### src/rtl/energy_scan_ctrl.sv
// Takes one spin vector, steps the mux index 0..DATAWIDTH-1 and sums +/-weight per spin bit.
// Result valid DATAWIDTH+1 cycles after input accept; result held until energy_ready_i, no input accepted meanwhile.
module energy_scan_ctrl #(
    parameter int DATAWIDTH = 256,
    parameter int IDX_BIT   = $clog2(DATAWIDTH),
    parameter int WEIGHT_W  = 8,
    parameter int ACC_W     = WEIGHT_W + IDX_BIT + 1
) (
    input  logic                 clk_i,
    input  logic                 rst_i,
    input  logic                 clear_i,
    input  logic                 spin_valid_i,
    output logic                 spin_ready_o,
    input  logic [DATAWIDTH-1:0] spin_i,
    output logic                 mux_en_o,
    output logic [DATAWIDTH-1:0] mux_data_o,
    output logic [IDX_BIT-1:0]   mux_idx_o,
    input  logic                 mux_bit_i,
    input  logic [WEIGHT_W-1:0]  weight_i,
    output logic                 energy_valid_o,
    input  logic                 energy_ready_i,
    output logic [ACC_W-1:0]     energy_o
);

    typedef enum logic [1:0] {
        IDLE,
        SCAN,
        DONE
    } state_t;

    state_t                 state_q, state_d;
    logic [DATAWIDTH-1:0]   data_q, data_d;
    logic [IDX_BIT-1:0]     idx_q, idx_d;
    logic [ACC_W-1:0]       acc_q, acc_d;
    logic [ACC_W-1:0]       energy_q, energy_d;
    logic [ACC_W-1:0]       w_ext;
    logic [ACC_W-1:0]       addend;
    logic [ACC_W-1:0]       acc_sum;
    logic                   last_idx;

    // Sign-extend first so negating the most negative weight cannot overflow.
    assign w_ext    = {{(ACC_W-WEIGHT_W){weight_i[WEIGHT_W-1]}}, weight_i};
    assign addend   = mux_bit_i ? w_ext : (~w_ext + 1'b1);
    assign acc_sum  = acc_q + addend;
    assign last_idx = (idx_q == IDX_BIT'(DATAWIDTH-1));

    always_comb begin
        state_d  = state_q;
        data_d   = data_q;
        idx_d    = idx_q;
        acc_d    = acc_q;
        energy_d = energy_q;
        if (clear_i) begin
            state_d = IDLE;
            idx_d   = '0;
            acc_d   = '0;
        end else begin
            case (state_q)
                IDLE: begin
                    if (spin_valid_i) begin
                        data_d  = spin_i;
                        idx_d   = '0;
                        acc_d   = '0;
                        state_d = SCAN;
                    end
                end
                SCAN: begin
                    acc_d = acc_sum;
                    if (last_idx) begin
                        idx_d    = '0;
                        energy_d = acc_sum;
                        state_d  = DONE;
                    end else begin
                        idx_d = idx_q + 1'b1;
                    end
                end
                DONE: begin
                    if (energy_ready_i) begin
                        state_d = IDLE;
                    end
                end
                default: state_d = IDLE;
            endcase
        end
    end

    always_ff @(posedge clk_i or posedge rst_i) begin
        if (rst_i) begin
            state_q  <= IDLE;
            data_q   <= '0;
            idx_q    <= '0;
            acc_q    <= '0;
            energy_q <= '0;
        end else begin
            state_q  <= state_d;
            data_q   <= data_d;
            idx_q    <= idx_d;
            acc_q    <= acc_d;
            energy_q <= energy_d;
        end
    end

    assign spin_ready_o   = (state_q == IDLE);
    assign mux_en_o       = (state_q == SCAN);
    assign energy_valid_o = (state_q == DONE);
    assign mux_data_o     = data_q;
    assign mux_idx_o      = idx_q;
    assign energy_o       = energy_q;

endmodule

### config.mk
export PLATFORM = sky130hd
export DESIGN_NAME = energy_scan_ctrl
export DESIGN_NICKNAME = d
export VERILOG_FILES = /design/src/rtl/energy_scan_ctrl.sv
export SDC_FILE = /design/constraint.sdc
export NUM_CORES = 1
export LEC_CHECK = 0
export CORE_ASPECT_RATIO = 0.6
export CORE_MARGIN = 2
export CORE_UTILIZATION = 30
export DETAILED_ROUTE_END_ITERATION = 8
export PLACE_DENSITY = 0.68
export SETUP_SLACK_MARGIN = 0.02
export SLEW_MARGIN = 0
export SYNTH_ARGS = -nofsm -noshare
export SYNTH_HDL_FRONTEND = slang
export SYNTH_SLANG_ARGS = --single-unit
### constraint.sdc
create_clock -name clk_i -period 12.06 [get_ports clk_i]
set_input_delay 2.412 -clock clk_i [delete_from_list [all_inputs] [get_ports clk_i]]
set_output_delay 2.412 -clock clk_i [all_outputs]
set_load 0.01 [all_outputs]
After elaboration in Yosys (flattened, before gate mapping)
Index checks and enable logic that the tools add are counted.
{"block": "op_classes", "n_addsub": 3, "n_eq_ne": 6, "n_reduce_logical": 6, "mux": 13, "n_lt_le_gt_ge": 0, "n_shift": 0, "n_bitwise": 2, "n_div": 0, "multipliers": 0}
{"op": "$mux 17", "n": 3}
{"op": "$pmux 17 s2", "n": 1}
{"op": "$mux 8", "n": 3}
{"op": "$add 17x1->17 const B", "n": 1}
{"op": "$add 17x17->17", "n": 1}
{"op": "$not 17->17", "n": 1}
{"op": "$pmux 8 s2", "n": 1}
{"op": "$reduce_and 3->1", "n": 3}
{"op": "$add 8x1->8 const B", "n": 1}
{"op": "$eq 8x8->1 const B", "n": 1}
{"op": "$mux 2", "n": 4}
{"op": "$ne 3x2->1 const B", "n": 2}
{"op": "$pmux 2 s3", "n": 1}
{"op": "$ne 3x3->1 const B", "n": 1}
{"op": "$reduce_bool 3->1", "n": 1}
{"op": "$eq 2x1->1 const B", "n": 1}
{"op": "$eq 2x2->1 const B", "n": 1}
{"op": "$logic_not 2->1", "n": 1}
{"op": "$reduce_and 2->1", "n": 1}
{"op": "$not 1->1", "n": 1}
{"block": "totals", "mem_count": 0, "word_cells": 35, "out_inout_bits": 284, "ramBits": 0, "latch_bits": 0, "regBits": 300, "mem_bits_ro": 0}

Depth between registers and ports, before layout
Gate-level depths: netlist of the first run.
{"block": "depth", "ltp_word": 6, "mapped_depth": 14, "depth_no_buf": 14}

Worst setup path after synthesis of the first run
No wires, ideal clock.
{"block": "synth_path", "path_type": "input port to flip-flop", "from": "input port weight_i[4]", "to": "register energy_q[13] (netlist: energy_o[13])", "setup_ns": 0.124, "t_arrival_ns": 4.759, "slack_ns": 7.177, "path_stages": 12, "t_required_ns": 11.936, "path_cell_list": "nor3_1 nand2b_1 nor2_1 nand3_1 ha_1 a21oi_1 ha_1 a21oi_1 o21ai_0 o211ai_1 a221o_1 a211o_1"}
{"block": "synth_via", "elab_chain_len": 4}
{"item": "start: declaration", "line": "19", "source": "input logic [WEIGHT_W-1:0] weight_i,"}
{"item": "$not 17->17", "line": "43", "source": "assign addend = mux_bit_i ? w_ext : (~w_ext + 1'b1);"}
{"item": "$add 17x1->17", "line": "43"}
{"item": "$mux 17 (*)", "line": "43"}
{"item": "$add 17x17->17 (*)", "line": "44", "source": "assign acc_sum = acc_q + addend;"}
{"item": "end signal: assignment", "line": "99", "source": "energy_q <= energy_d;"}
{"item": "end: declaration", "line": "35", "source": "logic [ACC_W-1:0] energy_q, energy_d;"}
Mark *: on every way between the ends. The rest lies on a longest branch, timed or not.
A chain may end at the register's enable or synchronous reset.

Worst setup path in the final report of the first run
{"block": "layout_path", "from": "input port weight_i[2]", "to": "register energy_q[13] (netlist: energy_o[13])"}
The elaborated chain is that of the path after synthesis.

==> reports/metrics.cfg, run 1 <==
[synth]
synth_compound_area_share_pct = 4.36
syn_avg_cell_area_um2 = 14.4
synth-simple-area-share_pct = 3.97
syn-instance-count = 848
ys_top_cells_by_count = dfrtp_1 (300), mux2_2 (267), nand2_1 (42), o21ai_0 (32), nor2_1 (25)
synth-main-ff-cell = dfrtp_1
synth.area.top_cells = dfrtp_1 (62%), mux2_2 (25%), ha_1 (2.1%), o21ai_0 (1.3%), nand2_1 (1.3%)
synth_area_um2 = 12200
async_flop_share_pct = 100
netlist.area_leader.share_pct = 61.5
synth_top_family_by_area = multiplexers
synth_fa_ha_area_share_pct = 2.21
yosysMostFrequentCell = dfrtp_1
yosysUniqueCellTypes = 41
ys_seq_area_share_pct = 61.5
synthMuxAreaShare_pct = 24.7
synth-seq-cells = 300
synth_top_area_cell = dfrtp_1
synth_edf_count = 0
synth_xor_area_share_pct = 1.44
yosysWarnings = 0
syn_nets = 1139

[sta]
max_freq_mhz = 192
setup-tns-final_ns = 0
hold_violations = 0
timing.final.crit_share_pct = 43.3
drv_slew = 0
worstMarginPinSlew_ns = 0.977
relSlewSlack_pct = 34.9
setup-violations-final = 0
finalClockSkew_ns = 0.0146
rsz0062_at_grt = false
hold_slack_ns = 0.492
finalWorstSetupSlack_ns = 6.84
period_needed_ns = 5.22

[clock_tree]
cts_tree = built
ctsHoldBuffers = 0
cts_resized = 0
cts_sinks = 300
htree_levels = 1
clk_latency_ns = 0.56
path_clk_slew_ns = 0.06
cts_root_buffer = clkbuf_16
cts_buffers = 29
cts_buffer_depth = 3
postCtsSetupRepairBufs = 0

[power_and_ir_drop]
ir_drop_mv = 0.0982
pwr_density_cell_nw_per_um2 = 162
leakage_nw = 7.95

[die]
num_rows = 57
io_pins = 554
fp.dieW_um = 264
die_area_um2 = 42400
initial_core_util_pct = 30.3
die_y_um = 160
core_area_um2 = 40300

[setup_path]
cp_max_fo = 6
reg2reg_depth = 4
cp.arrival_ns = 5.66
cp_slowest_cell = clkdlybuf4s50_1
reg2reg_setup_slack_ns = 8.90
crit_path_start = weight_i[2]
required_ns = 12.50
critPathKind = input port to register
worst_path_largest_cell_delay_ns = 0.47
cp_top_family = compound AO/OA/AOI/OAI gates
worstSetupEndpoint = energy_o[13]
worstReg2RegEnd = mux_data_o[212]
reg2reg_from = state_q[1]
cp_cell_sequence = clkdlybuf4s50_1 -> nor3_1 -> nand2b_1 -> nor2_1 -> nand3_1 -> ha_1 -> a21oi_1 -> ha_1 -> a21oi_1 -> o21ai_0 -> o211ai_1 -> a221o_1 -> a211o_1
critPathCaptureType = register
crit_buf_inv = 1
worst_setup_path_start_kind = input port
path_depth = 13

[detailed_routing]
wl_per_cell_um = 19.1
drtPass1Iterations = 4
drc = 0
vias_per_cell = 4.59
wirelength_um = 37400
drt.antenna.violating_nets = 0
vias = 8972
drtIter0Drc = 501

[grt]
grt_pass1_wl_um = 57100
grt_usage_pct = 17.3
grt_pass1_vias = 9461
grt_max_degree = 171
antenna_found_initial = 1
grt-ovfl-total = 0

[finish]
regArea_um2 = 7510
areaGrowthSynthToFinish_pct = 57.3
layoutNonFillerInstCount = 1953
fill_cells = 3538
nets = 1693
drive_gt1_share_pct = 22.5
multi_input_area_um2 = 4480
fin_area_um2 = 19200

[place]
io_buffers = 553
place_inst = 1902
dpl_cell_area_um2 = 18300
place_congestion = 0.874
post-dp-hpwl_um = 27900
place_worst_setup_slack_ns = 6.34

[worst_hold_path]
timing.hold.worst.class = register to register

[flow_run]
max_cap_viol_count = 0

[status]
status = complete, no violations

[flip-flops by register name, indices dropped and copies added (netlist names)]
register    flops
acc_q          17
mux_idx_o       8
energy_o       17
mux_data_o    256
state_q         2
[layer usage]
layer  vias to the layer above  wire [µm]  global-route usage (%)
met2                       302      18400                    29.4
met1                      4509      15000                    21.1
met4                         0       1040                    4.93
met3                        49       2880                    5.58
met5                         -          0                       0
li1                       4112          -                       -
[logic make-up after synthesis]
family / Yosys count
XOR/XNOR: 20
AND/OR/NAND/NOR: 102
AO/OA/AOI/OAI: 86
adder cells (fa/ha/maj): 21
flip-flops: 300
multiplexers: 268
buffers and inverters: 51
[power breakdown]
part	internal, W	switching, W
sequential	0.00120	0.000104
clock	0.000481	0.000392
combinational	0.000573	0.000359
[area by class of cell]
cell class / count / area share (%)
antenna: 1 / 0.0130
clock buffer: 41 / 4.17
clock inverter: 9 / 0.385
inverter: 13 / 0.293
multi-input combinational: 497 / 23.4
sequential: 300 / 39.1
tap: 531 / 3.46
timing repair buffer: 561 / 29.2
[cell usage in the layout (no fill, tap or decap), types with 3 or more instances in the layout]
| cell type | instances |
|---|---|
| dfrtp_1 | 300 |
| nor2b_1 | 3 |
| clkinv_2 | 7 |
| clkbuf_8 | 3 |
| buf_4 | 7 |
| xor2_1 | 11 |
| nor3_1 | 7 |
| clkbuf_16 | 29 |
| and3_1 | 4 |
| a22o_1 | 11 |
| o21ai_0 | 32 |
| inv_1 | 12 |
| clkdlybuf4s50_1 | 553 |
| nand2_1 | 42 |
| clkbuf_1 | 9 |
| o41ai_1 | 3 |
| ha_1 | 20 |
| nand2b_1 | 4 |
| nor2_1 | 25 |
| a21oi_1 | 24 |
| mux2_2 | 267 |
| nand3_1 | 7 |
| xnor2_1 | 9 |
[worst min path at each step]
stage / start / to / slack (ns) / depth (start not counted)
2_1_floorplan: acc_q[10] / acc_q[10] / 0.46 / 2
3_3_place_gp: energy_o[2] / energy_o[2] / 0.47 / 2
3_5_place_dp: energy_o[9] / energy_o[9] / 0.48 / 2
4_1_cts: energy_o[9] / energy_o[9] / 0.50 / 2
5_1_grt: mux_data_o[156] / mux_data_o[156] / 0.52 / 1
6_report: energy_o[12] / energy_o[12] / 0.49 / 2
[stage by stage]
stage          util [%]  total power [W]
2_1_floorplan         -          0.00168
3_3_place_gp       45.5          0.00224
3_5_place_dp       45.5          0.00226
4_1_cts            47.6          0.00316
5_1_grt            47.6          0.00327
6_report           47.6          0.00311
[worst reg2reg max path, stage by stage, from the launching register on]
cell	delay (ns)
dfrtp_1	0.44
nor4b_2	0.44
buf_12	0.69
buf_4	1.01
mux2_2	0.47
Note: power is estimated with default switching activity, not from simulation.
==> inputs of run 2 (changes only) <==
- PLACE_DENSITY: 0.68 -> 0.7
- clock period: 12.06 -> 4.2 ns (I/O delays scaled with it)
==> reports/metrics.cfg, run 2 (synthesis gave the netlist of run 1 again) <==
[status]
status = complete, no violations

[setup_path]
critPathKind = input port to register
critPathCaptureType = register
cp_max_fo = 6  ; unchanged
cp.arrival_ns = 4.16  ; -1.50 ns
required_ns = 4.66  ; -7.84 ns
worst_setup_path_start_kind = input port

[finish]
areaGrowthSynthToFinish_pct = 60.2
regArea_um2 = 7510  ; unchanged
layout_common_cells = clkdlybuf4s50_1 (553), dfrtp_1 (300), mux2_2 (267)
largest_reg_flops = 256  ; unchanged
drive_gt1_share_pct = 24.0  ; +1.4 points
fill_cells = 3506  ; -0.90%
nets = 1709  ; +0.95%
multi_input_area_um2 = 4490  ; about the same
fin_area_um2 = 19600  ; +1.9%
layout_commonest_cell = clkdlybuf4s50_1

[die]
fp.dieW_um = 264  ; unchanged
die_y_um = 160  ; unchanged
num_rows = 57  ; unchanged
die_area_um2 = 42400  ; unchanged
io_pins = 554  ; unchanged
initial_core_util_pct = 30.3  ; unchanged
core_area_um2 = 40300  ; unchanged

[power_and_ir_drop]
power_switching_w = 0.00247  ; +190%
pwr_density_cell_nw_per_um2 = 474  ; +190%
intPower_w = 0.00679  ; +200%
ir_drop_mv = 0.334  ; +240%
power.share.sequential_pct = 40.4  ; -1.5 points
combPwrFrac_pct = 29.0  ; -1.0 points
swShare_pct = 26.7  ; -0.78 points
totalPowerFinal_w = 0.00926  ; +200%
leakage_nw = 8.12  ; +2.2%
clockPowerShare_pct = 30.6  ; +2.5 points

[sta]
period_needed_ns = 3.71
drv_slew = 0  ; unchanged
timing.final.crit_share_pct = 88.3
rsz0062_at_grt = false
setup-tns-final_ns = 0  ; unchanged
finalWorstSetupSlack_ns = 0.491  ; -6.35 ns
hold_violations = 0  ; unchanged
finalClockSkew_ns = 0.0259  ; +0.0113 ns
setup-violations-final = 0  ; unchanged
relSlewSlack_pct = 53.5  ; +19 points
worstMarginPinSlew_ns = 0.688  ; -0.289 ns
max_freq_mhz = 270

[place]
io_buffers = 553  ; unchanged
place_congestion = 0.863  ; -1.2%
dpl_cell_area_um2 = 18500  ; +1.0%
place_worst_setup_slack_ns = 0.0757  ; -6.27 ns
post-dp-hpwl_um = 28100  ; +0.76%

[detailed_routing]
drtIter0Drc = 497  ; -0.80%
drt.antenna.violating_nets = 0  ; unchanged
vias_per_cell = 4.59  ; -0.11%
drc = 0  ; unchanged
vias = 9054  ; +0.91%
wl_per_cell_um = 18.6  ; -2.7%
drtPass1Iterations = 5  ; +1
wirelength_um = 36800  ; -1.7%

[clock_tree]
clk_latency_ns = 0.57  ; about the same
cts_root_buffer = clkbuf_16
ctsHoldBuffers = 0  ; unchanged
cts_buffers = 30  ; +3.4%
path_clk_slew_ns = 0.06  ; about the same
cts_resized = 0  ; unchanged
cts_buffer_depth = 3  ; unchanged
postCtsSetupRepairBufs = 0  ; unchanged
cts_tree = built
htree_levels = 1  ; unchanged
cts_sinks = 300  ; unchanged

[grt]
grt_pass1_vias = 9556  ; +1.0%
grt_pass1_wl_um = 56400  ; -1.2%
grt_max_degree = 103  ; -40%
grt_usage_pct = 16.9  ; -0.35 points
grt-ovfl-total = 0  ; unchanged
antenna_found_initial = 4  ; +3

[worst_hold_path]
timing.hold.worst.class = register to register

[flow_run]
max_cap_viol_count = 0  ; unchanged

[run 2: cell count changes in the layout (fill, tap and decap cells not counted), sizes merged]
cell / before / now
diode: 1 / 2
clkinvlp: 0 / 1
buf: 8 / 23
bufinv: 1 / 4
clkinv: 7 / 8
inv: 14 / 13
[run 2: area by class of cell]
cell class                 count  share of cell area (%)
antenna                        2                  0.0256
clock buffer                  41                    4.41
clock inverter                13                   0.940
inverter                      13                   0.269
multi-input combinational    497                    22.9
sequential                   300                    38.4
tap                          531                    3.40
timing repair buffer         576                    29.6
[run 2: worst paths after layout]
| path | from | endpoint | slack (ns) | depth (start not counted) |
|---|---|---|---|---|
| worst max-delay path | weight_i[4] | energy_o[16] | 0.49 | 14 |
| worst max register to register | acc_q[0] | energy_o[16] | 1.47 | 9 |
| max in group asynchronous | rst_i | mux_data_o[199] | 2.68 | 4 |
| worst min-delay path | acc_q[2] | acc_q[2] | 0.50 | 2 |
| worst min register to register | acc_q[2] | acc_q[2] | 0.50 | 2 |
| min in group asynchronous | rst_i | mux_data_o[219] | 0.60 | 2 |
[run 2: power groups by stage]
stage / combinational (W) / clock (W) / sequential [W]
after floorplan: 0.000807 / 0 / 0.00403
after global routing: 0.00286 / 0.00306 / 0.00381
final: 0.00269 / 0.00283 / 0.00374
after CTS: 0.00273 / 0.00294 / 0.00375
after global placement: 0.00269 / 0 / 0.00376
after detailed placement: 0.00272 / 0 / 0.00379
[run 2: layer usage]
| layer | vias to the layer above | routed length [µm] | global-route usage (%) |
|---|---|---|---|
| li1 | 4173 | - | - |
| met1 | 4477 | 14700 | 20.2 |
| met2 | 330 | 17800 | 28.6 |
| met3 | 70 | 3150 | 6.14 |
| met4 | 4 | 1080 | 5.27 |
| met5 | - | 25 | 0 |
[run 2: through the flow]
stage                     utilization (%)  hold slack (ns)  instances
after floorplan                         -            0.456        848
after global placement               45.9            0.469       1917
after detailed placement             45.9            0.477       1917
after CTS                            48.5            0.497       1971
after global routing                 48.5            0.518       1973
final                                48.5            0.496       1973
[run 2: worst max-delay path, stage by stage]
cell	delay, ns
clkdlybuf4s50_1	0.44
nor3_1	0.26
nand2b_1	0.10
nor2_1	0.19
nand2_1	0.11
ha_1	0.29
a21oi_1	0.08
ha_1	0.40
nand2_1	0.14
o21ai_0	0.18
a21oi_1	0.07
o41ai_1	0.65
xnor2_1	0.19
o21ai_0	0.22
